### src/rtl/fb_loader.sv
// Frame-buffer loader: takes RGB332 pixels from a valid/ready stream and writes one
// frame of IMG_W*IMG_H pixels into a frame-buffer write port, counting completed frames.
module fb_loader #(
  parameter int IMG_W  = 128,
  parameter int IMG_H  = 128,
  parameter int ADDR_W = 15
) (
  input  logic              ck,
  input  logic              rst_n,
  input  logic [7:0]        in_data,
  input  logic              in_valid,
  input  logic              in_sof,
  output logic              in_ready,
  output logic              web,
  output logic [ADDR_W-1:0] addrb,
  output logic [7:0]        dinb,
  output logic              busy,
  output logic              frame_done,
  output logic [7:0]        frame_cnt,
  output logic              err_sof
);

  localparam int NPIX = IMG_W * IMG_H;
  localparam logic [ADDR_W-1:0] LAST_ADDR = ADDR_W'(NPIX - 1);
  localparam bit SINGLE = (NPIX == 1);

  typedef enum logic [1:0] {IDLE, LOAD, DONE} state_t;

  state_t            r_state;
  state_t            w_stateNext;
  logic [ADDR_W-1:0] r_cnt;
  logic [ADDR_W-1:0] w_cntNext;
  logic [ADDR_W-1:0] w_wrAddr;
  logic              w_wrEn;
  logic              w_sofErr;
  logic              w_accept;
  logic              r_web;
  logic [ADDR_W-1:0] r_addrb;
  logic [7:0]        r_dinb;
  logic [7:0]        r_frameCnt;
  logic              r_errSof;

  // A one-pixel frame is already complete when the sof beat is written, so LOAD
  // must not accept another beat in that case.
  assign in_ready = (r_state != DONE) && !(SINGLE && (r_state == LOAD));
  assign w_accept = in_valid && in_ready;

  always_ff @(posedge ck or negedge rst_n) begin
    if (!rst_n) begin
      r_state <= IDLE;
      r_cnt   <= '0;
    end else begin
      r_state <= w_stateNext;
      r_cnt   <= w_cntNext;
    end
  end

  always_comb begin
    w_stateNext = r_state;
    w_cntNext   = r_cnt;
    w_wrEn      = 1'b0;
    w_wrAddr    = r_cnt;
    w_sofErr    = 1'b0;
    case (r_state)
      IDLE: begin
        if (w_accept && in_sof) begin
          w_wrEn      = 1'b1;
          w_wrAddr    = '0;
          w_cntNext   = SINGLE ? '0 : ADDR_W'(1);
          w_stateNext = LOAD;
        end
      end
      LOAD: begin
        if (SINGLE) begin
          w_stateNext = DONE;
        end else if (w_accept) begin
          w_wrEn = 1'b1;
          if (in_sof) begin
            w_wrAddr  = '0;
            w_cntNext = ADDR_W'(1);
            w_sofErr  = 1'b1;
          end else if (r_cnt == LAST_ADDR) begin
            w_cntNext   = '0;
            w_stateNext = DONE;
          end else begin
            w_cntNext = r_cnt + 1'b1;
          end
        end
      end
      DONE:    w_stateNext = IDLE;
      default: w_stateNext = IDLE;
    endcase
  end

  // Write port is registered; address and data only move when a write happens.
  always_ff @(posedge ck or negedge rst_n) begin
    if (!rst_n) begin
      r_web   <= 1'b0;
      r_addrb <= '0;
      r_dinb  <= '0;
    end else begin
      r_web <= w_wrEn;
      if (w_wrEn) begin
        r_addrb <= w_wrAddr;
        r_dinb  <= in_data;
      end
    end
  end

  always_ff @(posedge ck or negedge rst_n) begin
    if (!rst_n) begin
      r_frameCnt <= '0;
      r_errSof   <= 1'b0;
    end else begin
      if (r_state == DONE) begin
        r_frameCnt <= r_frameCnt + 1'b1;
      end
      if (w_sofErr) begin
        r_errSof <= 1'b1;
      end
    end
  end

  assign web        = r_web;
  assign addrb      = r_addrb;
  assign dinb       = r_dinb;
  assign busy       = (r_state == LOAD);
  assign frame_done = (r_state == DONE);
  assign frame_cnt  = r_frameCnt;
  assign err_sof    = r_errSof;

endmodule

### config.mk
export PLATFORM = sky130hd
export DESIGN_NAME = fb_loader
export DESIGN_NICKNAME = d
export VERILOG_FILES = /design/src/rtl/fb_loader.sv
export SDC_FILE = /design/constraint.sdc
export NUM_CORES = 1
export LEC_CHECK = 0
export CAP_MARGIN = 20
export CELL_PAD_IN_SITES_DETAIL_PLACEMENT = 1
export CELL_PAD_IN_SITES_GLOBAL_PLACEMENT = 2
export CORE_UTILIZATION = 34
export CTS_CLUSTER_DIAMETER = 50
export DETAILED_ROUTE_END_ITERATION = 16
export GPL_TIMING_DRIVEN = 0
export PLACE_DENSITY_LB_ADDON = 0.25
export SLEW_MARGIN = 20
export SYNTH_ARGS = -nofsm -noshare
export SYNTH_HDL_FRONTEND = slang
export SYNTH_SLANG_ARGS = --single-unit
### constraint.sdc
create_clock -name ck -period 4.65 [get_ports ck]
set_clock_uncertainty 0.15 [all_clocks]
set_input_delay 0.93 -clock ck [delete_from_list [all_inputs] [get_ports ck]]
set_output_delay 0.93 -clock ck [all_outputs]
set_load 0.02 [all_outputs]
==> impl_summary.log, run 1 <==
INFO  metric outcome = complete, no violations
INFO  metric cp-endpoint = frame_done
INFO  metric final_cells = around 320
INFO  metric final_nets = 262
INFO  metric worst-endpoint-required = around 3600 ps
INFO  metric yosys_warnings = 0
INFO  metric yosys_most_used_dff = sky130_fd_sc_hd__dfrtp_1
INFO  metric combinational_family_with_the_most_area_after_synthesis = simple AND/OR/NAND/NOR gates
INFO  metric r2r_end = addrb[11]
INFO  metric num_rows = 28
INFO  metric hpwlAfterDp = 3363 um
INFO  metric post-cts-setup-buffers = 0
INFO  metric synth_area_leader_cell = sky130_fd_sc_hd__dfrtp_1
INFO  metric startpoint_type = register
INFO  metric antenna_found_initial = 0
INFO  metric groute.usage.overall = 0.1656
INFO  metric floorplan.die.height = 81.49 um
INFO  metric crit_start = r_state[1]
INFO  metric vias_in_the_first_global_route = roughly 1,700
INFO  metric post_synth_fa_ha_maj_area_fraction = 0.01165
INFO  metric hold_violations = 0
INFO  metric drive_gt1_frac = 0.09237
INFO  metric timing.reg2reg.setup_slack = 2560 ps
INFO  metric start_util = 0.3586
INFO  metric slew_at_the_pin_closest_to_its_max_slew_limit = between 600 and 700 ps
INFO  metric vdd_ir_drop_max = 0.2368 mV
INFO  metric core_area = 5991 sq um
INFO  metric timing.setup.tns = 0 ps
INFO  metric cts.reportedPaths.clkPinSlew = 90 ps
INFO  metric highest-signal-layer = met4
INFO  metric setup.worst_path.end_class = output port
INFO  metric post-layout-total-power = 0.9501 mW
INFO  metric ant_nets = 0
INFO  metric final_core_util = 0.4762
INFO  metric clockBufferDepth = 2
INFO  metric routed-wl-met2 = 2222 um
INFO  metric cts.sink_count = 50
INFO  metric ff_latch_area = ~1300 sq um
INFO  metric place.detailed.instances = 316
INFO  metric synth-async-reset-ratio = 1.000
INFO  metric synth-compound-area-share = 0.1200
INFO  metric ys_ff_latch = 50
INFO  metric ff2ff_path_depth = 5
INFO  metric synthSimpleGateAreaFrac = 0.1980
INFO  metric vias_per_cell = 5.034
INFO  metric cap_violations = 0
INFO  metric number_of_hold_repair_buffers_added_at_the_cts_stage = 0
INFO  metric synth_cell_type_count = 39
INFO  metric grt_max_degree = 51
INFO  metric slew_headroom = 0.5746
INFO  metric crit_path_cell_trace = nor2b_1 > clkbuf_1 > clkdlybuf4s50_1
INFO  metric synth_top_area_share = 0.5824
INFO  metric dieArea = 6641 sq um
INFO  metric cts_made_buffers = 5
INFO  metric dieWidth = 81.49 um
INFO  metric finalSetupViolations = 0
INFO  metric ctsHtreeMaxLevel = 2
INFO  metric final_weighted_congestion_in_routability_driven_placement = 0.6764
INFO  metric drtPass1Iterations = 4
INFO  metric yosys.area_share.xor_xnor = 0.05300
INFO  metric boundaryPins = 48
INFO  metric multi_input_area = 833.3 sq um
INFO  metric peak_clock_frequency_supported_by_timing = 343.5 MHz
INFO  metric synthesis.area = between 2000 and 2500 sq um
INFO  metric cellPowerDensity = 333.1 nW/um^2
INFO  metric synth-edff-count = 0
INFO  metric reg2reg_from = r_state[1]
INFO  metric power.leakage = 1.243 nW
INFO  metric antennaDiodeCount = 0
INFO  metric met3_routed_wl = about 180 um
INFO  metric flow.area_growth_from_synthesis = 32.79%
INFO  metric crit_slowest_cell = sky130_fd_sc_hd__clkdlybuf4s50_1
INFO  metric fillers = 640
INFO  metric cp.arrival = around 1800 ps
INFO  metric portBuffers = 47
INFO  metric netlist_top_cells_area = sky130_fd_sc_hd__dfrtp_1 58%, sky130_fd_sc_hd__a22o_1 6.1%, sky130_fd_sc_hd__nand2_1 5.6%
INFO  metric worstHoldPathType = reg2reg
INFO  metric timing_worst_setup_path_type = reg2out
INFO  metric slew_violations = 0
INFO  metric critical_path.max_stage_delay = 670 ps
INFO  metric synth.avg_cell_area = 11.07 sq um
INFO  metric biggest_fanout_along_the_worst_timing_path = 7
INFO  metric syn-num-nets = 208
INFO  metric synth-seq-area-share = 0.5824
INFO  metric global_route_wire_length_before_repair = 8169 um
INFO  metric post_cts_resize_count = 0
INFO  metric worst_skew_pair_latency = 310 ps
INFO  metric drc = 0
INFO  metric cts_tree = yes
INFO  metric wl = between 4000 and 5000 um
INFO  metric clk_root_buffer_cell = sky130_fd_sc_hd__clkbuf_8
INFO  metric wl_met1 = 2406 um
INFO  metric share_of_cell_area_taken_by_muxes_after_synthesis = 0.005242
INFO  metric gr-total-overflow = 0
INFO  metric routed_wire_per_std_cell = about 15 um
INFO  metric final.min_clock_period = 2911 ps
INFO  metric drt_first_iter_violations = 76
INFO  metric vias_after_detailed_routing = 1,631
INFO  metric synthesis.instances = 194
INFO  metric rsz0062_at_grt = no
INFO  metric period_share = 0.6261
-- flip-flops by register name, summed over array words and instances, names as in the netlist --
name       flops
dinb           8
r_cnt         15
frame_cnt      8
addrb         15
err_sof        1
web            1
r_state        2
-- cells in the mapped netlist, drive strengths merged (2+ instances only) --
cell     n
and3     2
or4      3
nand2   32
dfrtp   50
and2     2
nor2b    4
inv      3
a22o    15
nor2     8
o31ai    3
nand3    6
nor4     4
xnor2   10
a21oi    9
ha       2
clkbuf   4
buf      6
nand4    4
xor2     3
o21ai    4
and4     5
or3      5
-- layout make-up --
cell class	count	area share
clock buffers	6	0.02895
multi-input cells	130	0.2921
well taps	75	0.03289
plain buffers	10	0.01711
flip-flops and latches	50	0.4386
inverters	4	0.005263
clock inverters	2	0.02105
repair buffers	47	0.1640
-- per-layer routing --
| layer | vias up | global-route usage |
|---|---|---|
| li1 | 794 | - |
| met3 | 8 | 0.03889 |
| met1 | 798 | 0.2155 |
| met2 | 31 | 0.2633 |
| met4 | 0 | 0.06964 |
| met5 | - | 0 |
-- worst min-delay path by stage --
stage,startpoint,to,slack [ps],depth (start not counted)
floorplan,r_state[1],r_state[0],310,1
global placement,dinb[0],dinb[0],310,2
detailed placement,dinb[5],dinb[5],320,2
CTS,dinb[2],dinb[2],330,2
global route,err_sof,err_sof,350,1
finish,err_sof,err_sof,330,1
-- cell usage in the layout (no fill, tap or decap), types with 5 or more instances in the layout --
master	synthesis	final
sky130_fd_sc_hd__dfrtp_1	50	50
sky130_fd_sc_hd__clkbuf_8	0	6
sky130_fd_sc_hd__xnor2_1	10	10
sky130_fd_sc_hd__a21oi_1	8	8
sky130_fd_sc_hd__nand2_1	32	32
sky130_fd_sc_hd__clkdlybuf4s50_1	0	46
sky130_fd_sc_hd__a22o_1	15	15
sky130_fd_sc_hd__nand3_1	6	6
sky130_fd_sc_hd__nor2_1	8	8
sky130_fd_sc_hd__and4_1	5	5
-- metrics by stage --
step	setup slack, ps	hold slack, ps	cell area (sq um)
2_1_floorplan	2332	310.1	2148
3_3_place_gp	977.9	307.8	2713
3_5_place_dp	1550	315.7	2710
4_1_cts	1730	333.8	2853
5_1_grt	1606	349.5	2853
6_report	1739	329.2	2853
-- where the power goes --
part / internal [mW] / switching (mW) / leakage (nW) / total [mW]
sequential: 0.453 / 0.0173 / 0.664 / 0.471
clock: 0.229 / 0.146 / 0.0714 / 0.375
combinational: 0.0472 / 0.0574 / 0.507 / 0.105
total: 0.730 / 0.220 / 1.24 / 0.950
-- kinds of logic after synthesis --
kind of cell             count (synthesis)
AO/OA/AOI/OAI                           35
XOR/XNOR                                13
adder cells (fa/ha/maj)                  2
buffers and inverters                   14
flip-flops                              50
multiplexers                             1
AND/OR/NAND/NOR                         79
-- critical path, delay by kind of cell, from the launching register on --
kind                   cells  cell delay, ps
buffers and inverters      2             940
DFF                        1             430
and+or+nand+nor            1             150
No activity file was read; power rests on OpenSTA's default activity.
==> run 2: changes to the inputs <==
- CORE_UTILIZATION: 34 -> 32
- clock period: 4.65 -> 2.84 ns (I/O delays scaled with it)
==> run 2 against run 1 <==
  * The flow now finishes with violations (DRC)
  * Via count is 0.98% higher
  * Sequential share of layout area is 0.49 points higher
  * Combinational power is 62% higher
  * Worst setup slack worse by 1400 ps
  * Clock power is 33% higher
  * Register-to-register slack worse by 1800 ps
  * Sequential power is 63% higher
  * Global-route usage is 1.8 points lower
==> impl_summary.log, run 2 (synthesized netlist as in run 1, its figures left out) <==
INFO  metric worst_hold_slack = 123.8 ps (was 329.2 ps)
INFO  metric dpl_cell_area = 2713 sq um (was 2710 sq um)
INFO  metric period_share = 0.8936
INFO  metric final.min_clock_period = 2538 ps
INFO  metric startpoint_type = register (unchanged)
INFO  metric fillers = 723 (was 640)
INFO  metric place.detailed.instances = 318 (was 316)
INFO  metric worstHoldPathType = in2async (was reg2reg)
INFO  metric vias_in_the_first_global_route = 1,680 (was 1,696)
INFO  metric cp.arrival = 1820 ps (was 1830 ps)
INFO  metric antenna_found_initial = 0 (unchanged)
INFO  metric internal-power = 1.079 mW (was 0.7298 mW)
INFO  metric flow.area_growth_from_synthesis = 31.33% (was 32.79%)
INFO  metric num_rows = 29 (was 28)
INFO  metric drive_gt1_frac = 0.09237 (unchanged)
INFO  metric final_common_cell = sky130_fd_sc_hd__dfrtp_1 (unchanged)
INFO  metric rsz0062_at_grt = no (unchanged)
INFO  metric netSwitchingFraction = 0.2507 (was 0.2319)
INFO  metric peak_clock_frequency_supported_by_timing = 394.0 MHz
INFO  metric cts_made_buffers = 5 (unchanged)
INFO  metric hpwlAfterDp = 3278 um (was 3363 um)
INFO  metric wl = 4760 um (was 4890 um)
INFO  metric timing_worst_setup_path_type = reg2out (unchanged)
INFO  metric vias_after_detailed_routing = 1,647 (was 1,631)
INFO  metric power_switching = 0.3609 mW (was 0.2203 mW)
INFO  metric floorplan.die.height = 83.94 um (was 81.49 um)
INFO  metric gr-total-overflow = 0 (unchanged)
INFO  metric cellPowerDensity = 510.2 nW/um^2 (was 333.1 nW/um^2)
INFO  metric cts.reportedPaths.clkPinSlew = 90 ps (about the same)
INFO  metric portBuffers = 47 (unchanged)
INFO  metric dieWidth = 83.94 um (was 81.49 um)
INFO  metric final_nets = 262 (unchanged)
INFO  metric routed_wire_per_std_cell = 14.60 um (was 15.09 um)
INFO  metric clk_root_buffer_cell = sky130_fd_sc_hd__clkbuf_8 (unchanged)
INFO  metric core_area = 6422 sq um (was 5991 sq um)
INFO  metric vias_per_cell = 5.052 (was 5.034)
INFO  metric groute.usage.overall = 0.1479 (was 0.1656)
INFO  metric antennaDiodeCount = 0 (unchanged)
INFO  metric crit_slowest_cell = sky130_fd_sc_hd__clkdlybuf4s50_1 (unchanged)
INFO  metric start_util = 0.3345 (was 0.3586)
INFO  metric cp_num_cells = 3 (unchanged)
INFO  metric design_area = 2821 sq um (was 2853 sq um)
INFO  metric cp.buffers_inverters = 2 (unchanged)
INFO  metric r2r_end = addrb[12] (was addrb[11])
INFO  metric final_cells = 326 (was 324)
INFO  metric worst-endpoint-required = 2120 ps (was 3570 ps)
INFO  metric boundaryPins = 48 (unchanged)
INFO  metric final_core_util = 0.4393 (was 0.4762)
INFO  metric power.combinational.fraction = 0.118 (was 0.110)
INFO  metric global_route_wire_length_before_repair = 8280 um (was 8169 um)
INFO  metric slew_headroom = 0.5709 (was 0.5746)
INFO  metric met3_usage = 0.03561 (was 0.03889)
INFO  metric drtPass1Iterations = 10 (was 4)
INFO  metric outcome = finished with violations (was complete, no violations)
INFO  metric globalRouteMet1Util = 0.2009 (was 0.2155)
INFO  metric final_weighted_congestion_in_routability_driven_placement = 0.7490 (was 0.6764)
INFO  metric violations = DRC
INFO  metric use_met2 = 0.2303 (was 0.2633)
INFO  metric ff2ff_path_depth = 5 (unchanged)
INFO  metric setup.worst_path.end_class = output port (unchanged)
INFO  metric dieArea = 7045 sq um (was 6641 sq um)
INFO  metric cap_violations = 0 (unchanged)
INFO  metric grt_max_degree = 51 (unchanged)
INFO  metric clockBufferDepth = 2 (unchanged)
INFO  metric power.sequential.fraction = 0.535 (was 0.495)
INFO  metric critical_path.max_stage_delay = 680 ps (was 670 ps)
INFO  metric finalSetupViolations = 0 (unchanged)
INFO  metric worst_path_dominant_cell_family = buffers and inverters (unchanged)
INFO  metric timing.reg2reg.setup_slack = 720 ps (was 2560 ps)
INFO  metric slew_violations = 0 (unchanged)
INFO  metric crit_path_cell_trace = nor2b_1 > clkbuf_1 > clkdlybuf4s50_1 (unchanged)
INFO  metric slew_at_the_pin_closest_to_its_max_slew_limit = 643.7 ps (was 638.1 ps)
INFO  metric ant_nets = 0 (unchanged)
INFO  metric post_cts_resize_count = 0 (unchanged)
INFO  metric worst_skew_pair_latency = 300 ps (was 310 ps)
INFO  metric timing.setup.tns = 0 ps (unchanged)
INFO  metric drt_first_iter_violations = 58 (was 76)
INFO  metric power.leakage = 1.229 nW (was 1.243 nW)
INFO  metric grt.busiest_layer = met2 (unchanged)
INFO  metric reg2reg_from = r_state[1] (unchanged)
INFO  metric hold_violations = 0 (unchanged)
INFO  metric biggest_fanout_along_the_worst_timing_path = 7 (unchanged)
INFO  metric cts_tree = yes (unchanged)
INFO  metric cts.sink_count = 50 (unchanged)
INFO  metric top_library_cells_by_usage_in_the_layout_fill_and_taps_aside = 50 x sky130_fd_sc_hd__dfrtp_1, 46 x sky130_fd_sc_hd__clkdlybuf4s50_1, 32 x sky130_fd_sc_hd__nand2_1, 15 x sky130_fd_sc_hd__a22o_1, 10 x sky130_fd_sc_hd__xnor2_1 (unchanged)
INFO  metric ctsHtreeMaxLevel = 2 (unchanged)
INFO  metric post-cts-setup-buffers = 0 (unchanged)
INFO  metric drc = 9 (was 0)
INFO  metric number_of_hold_repair_buffers_added_at_the_cts_stage = 0 (unchanged)
INFO  metric share_of_power_burned_in_the_clock_network = 0.348 (was 0.395)
INFO  metric vdd_ir_drop_max = 0.2194 mV (was 0.2368 mV)
## run 2: worst max-delay path by stage
stage	startpoint	slack, ps	to
after global placement	rst_n	-510	dinb[6]
after detailed placement	in_sof	60	r_cnt[12]
after global routing	r_state[1]	190	frame_done
final	r_state[1]	300	frame_done
after CTS	r_state[1]	260	frame_done
after floorplan	in_valid	880	r_cnt[11]
## run 2: per-layer routing
layer	part of all wire	vias up	wire, um
met4	0.011	0	52
met1	0.51	813	2406
met5	0	-	0
li1	-	796	-
met2	0.45	34	2136
met3	0.034	4	164
## run 2: power by group through the flow
stage | combinational [mW] | sequential [mW] | clock [mW]
2_1_floorplan | 0.0608 | 0.802 | 0
3_3_place_gp | 0.172 | 0.783 | 0
3_5_place_dp | 0.172 | 0.784 | 0
4_1_cts | 0.174 | 0.770 | 0.526
5_1_grt | 0.188 | 0.774 | 0.551
6_report | 0.170 | 0.769 | 0.500
## run 2: stage by stage
stage	worst slack, ps	power, mW
6_report	302.2	1.440
5_1_grt	189.6	1.514
4_1_cts	263.1	1.470
3_5_place_dp	64.07	0.9559
3_3_place_gp	-511.6	0.9555
2_1_floorplan	884.4	0.8632
## run 2: area by class of cell
class,count,area [sq um],share of cell area
multi-input cells,130,833.3,0.2953
inverters,4,15.01,0.005322
plain buffers,10,48.80,0.01729
repair buffers,47,467.9,0.1659
clock buffers,5,68.82,0.02439
clock inverters,3,40.04,0.01419
flip-flops and latches,50,1251,0.4435
well taps,77,96.34,0.03415
## run 2: worst reg2reg max path, delay by kind of cell (launching register included)
kind	cells	cell delay [ps]
and+or+nand+nor	2	670
buffers and inverters	2	640
DFF	1	440
AOI/OAI and AO/OA	1	170
==> run 3: changes to the inputs <==
- CORE_MARGIN: not set -> 2
==> run 3 against run 2 <==
  * The flow now finishes without violations
  * Register-to-register slack got worse by 20 ps
  * Die area increased by 4.8%
  * Final cell count unchanged
  * Maximum frequency hardly changed
  * Critical endpoint unchanged
  * Largest cell class unchanged
  * Highest routed layer unchanged
==> impl_summary.log, run 3 (synthesized netlist as in run 1, its figures left out) <==
INFO  metric outcome = complete, no violations (was finished with violations)
INFO  metric post-cts-setup-buffers = 0 (unchanged)
INFO  metric num_rows = 29 (unchanged)
INFO  metric vias_after_detailed_routing = 1,638 (was 1,647)
INFO  metric grt_max_degree = 51 (unchanged)
INFO  metric vias_in_the_first_global_route = 1,810 (was 1,680)
INFO  metric top_library_cells_by_usage_in_the_layout_fill_and_taps_aside = 50 x sky130_fd_sc_hd__dfrtp_1, 46 x sky130_fd_sc_hd__clkdlybuf4s50_1, 32 x sky130_fd_sc_hd__nand2_1, 15 x sky130_fd_sc_hd__a22o_1, 10 x sky130_fd_sc_hd__xnor2_1 (unchanged)
INFO  metric floorplan.die.height = 85.94 um (was 83.94 um)
INFO  metric met3_usage = 0.04524 (was 0.03561)
INFO  metric place.detailed.instances = 318 (unchanged)
INFO  metric cellPowerDensity = 489.5 nW/um^2 (was 510.2 nW/um^2)
INFO  metric startpoint_type = register (unchanged)
INFO  metric rsz0062_at_grt = no (unchanged)
INFO  metric worst_skew_pair_latency = 310 ps (was 300 ps)
INFO  metric cap_violations = 0 (unchanged)
INFO  metric drtPass1Iterations = 4 (was 10)
INFO  metric final_nets = 262 (unchanged)
INFO  metric setup_ws = 300.7 ps (was 302.2 ps)
INFO  metric start_util = 0.3345 (unchanged)
INFO  metric drt_first_iter_violations = 31 (was 58)
INFO  metric worstHoldPathType = in2async (unchanged)
INFO  metric flow.area_growth_from_synthesis = 30.69% (was 31.33%)
INFO  metric slew_violations = 0 (unchanged)
INFO  metric power.combinational.fraction = 0.124 (was 0.118)
INFO  metric post-layout-total-power = 1.374 mW (was 1.440 mW)
INFO  metric wl = 4868 um (was 4760 um)
INFO  metric hold_violations = 0 (unchanged)
INFO  metric power_switching = 0.3588 mW (was 0.3609 mW)
INFO  metric clk_root_buffer_cell = sky130_fd_sc_hd__clkbuf_8 (unchanged)
INFO  metric vdd_ir_drop_max = 0.2785 mV (was 0.2194 mV)
INFO  metric biggest_fanout_along_the_worst_timing_path = 7 (unchanged)
INFO  metric drc = 0 (was 9)
INFO  metric cts.sink_count = 50 (unchanged)
INFO  metric use_met2 = 0.2311 (was 0.2303)
INFO  metric netSwitchingFraction = 0.2611 (was 0.2507)
INFO  metric groute.usage.overall = 0.1461 (was 0.1479)
INFO  metric routed_wire_per_std_cell = 14.93 um (was 14.60 um)
INFO  metric cp.arrival = 1820 ps (about the same)
INFO  metric peak_clock_frequency_supported_by_timing = 393.8 MHz (was 394.0 MHz)
INFO  metric setup.worst_path.end_class = output port (unchanged)
INFO  metric final_cells = 326 (unchanged)
INFO  metric slew_at_the_pin_closest_to_its_max_slew_limit = 618.5 ps (was 643.7 ps)
INFO  metric share_of_power_burned_in_the_clock_network = 0.315 (was 0.348)
INFO  metric dieWidth = 85.94 um (was 83.94 um)
INFO  metric final_common_cell = sky130_fd_sc_hd__dfrtp_1 (unchanged)
INFO  metric internal-power = 1.016 mW (was 1.079 mW)
INFO  metric finalSetupViolations = 0 (unchanged)
INFO  metric boundaryPins = 48 (unchanged)
INFO  metric drive_gt1_frac = 0.09237 (unchanged)
INFO  metric power.leakage = 1.218 nW (was 1.229 nW)
INFO  metric fillers = 722 (was 723)
INFO  metric antenna_found_initial = 0 (unchanged)
INFO  metric clockBufferDepth = 2 (unchanged)
INFO  metric gr-total-overflow = 0 (unchanged)
INFO  metric post_cts_resize_count = 0 (unchanged)
INFO  metric portBuffers = 47 (unchanged)
INFO  metric final_weighted_congestion_in_routability_driven_placement = 0.7594 (was 0.7490)
INFO  metric slew_headroom = 0.5877 (was 0.5709)
INFO  metric power.sequential.fraction = 0.560 (was 0.535)
INFO  metric cts_made_buffers = 5 (unchanged)
INFO  metric core_area = 6422 sq um (unchanged)
INFO  metric worst-endpoint-required = 2120 ps (about the same)
INFO  metric pre_cts_ws = 12.03 ps (was 64.07 ps)
INFO  metric ant_nets = 0 (unchanged)
INFO  metric antennaDiodeCount = 0 (unchanged)
INFO  metric period_share = 0.8941 (was 0.8936)
INFO  metric timing_worst_setup_path_type = reg2out (unchanged)
INFO  metric grt.busiest_layer = met2 (unchanged)
INFO  metric number_of_hold_repair_buffers_added_at_the_cts_stage = 0 (unchanged)
INFO  metric ctsHtreeMaxLevel = 2 (unchanged)
INFO  metric cts.reportedPaths.clkPinSlew = 90 ps (about the same)
INFO  metric hpwlAfterDp = 3380 um (was 3278 um)
INFO  metric vias_per_cell = 5.025 (was 5.052)
INFO  metric cts_tree = yes (unchanged)
INFO  metric globalRouteMet1Util = 0.1979 (was 0.2009)
INFO  metric dieArea = 7385 sq um (was 7045 sq um)
INFO  metric global_route_wire_length_before_repair = 8604 um (was 8280 um)
INFO  metric final.min_clock_period = 2539 ps (was 2538 ps)
run 3: worst max-delay path: stages, from the launching register on:
cell and delay, ps:
sky130_fd_sc_hd__dfrtp_1 430, sky130_fd_sc_hd__nor2b_1 150, sky130_fd_sc_hd__clkbuf_1 260, sky130_fd_sc_hd__clkdlybuf4s50_1 670
run 3: final cells by class:
type / count / area [sq um] / area share
clock buffers: 6 / 82.58 / 0.02941
repair buffers: 47 / 467.9 / 0.1667
well taps: 77 / 96.34 / 0.03431
flip-flops and latches: 50 / 1251 / 0.4456
plain buffers: 10 / 48.80 / 0.01738
multi-input cells: 130 / 833.3 / 0.2968
clock inverters: 2 / 12.51 / 0.004456
inverters: 4 / 15.01 / 0.005348
run 3: power by group through the flow:
stage,Combinational (mW),Clock [mW],Sequential [mW]
after global placement,0.174,0,0.783
after CTS,0.176,0.458,0.771
after global routing,0.190,0.482,0.776
final,0.171,0.433,0.770
after floorplan,0.0608,0,0.802
after detailed placement,0.174,0,0.784
run 3: worst paths after layout:
kind,from,to,slack [ps],cells past startpoint
worst max-delay path,r_state[1],frame_done,300,3
worst min-delay path,rst_n,addrb[9],120,1
worst max register to register,r_state[1],addrb[14],700,5
worst min register to register,frame_cnt[7],frame_cnt[7],320,1
max in group asynchronous,rst_n,r_cnt[1],2000,1
min in group ck,frame_cnt[7],frame_cnt[7],320,1
run 3: through the flow:
step	cell area, sq um	TNS, ps	hold slack, ps	utilization
6_report	2808	0	124.2	0.4372
5_1_grt	2808	0	156.2	0.4372
4_1_cts	2808	0	143.9	0.4372
3_5_place_dp	2713	0	316.0	0.4224
3_3_place_gp	2715	-25240	307.7	0.4228
2_1_floorplan	2148	0	122.4	-
run 3: layer usage:
layer  wire length (um)  up-vias  share of wire
met2               2149       37           0.44
li1                   -      795              -
met1               2454      801           0.50
met5                  0        -              0
met3                228        5          0.047
met4                 36        0         0.0074
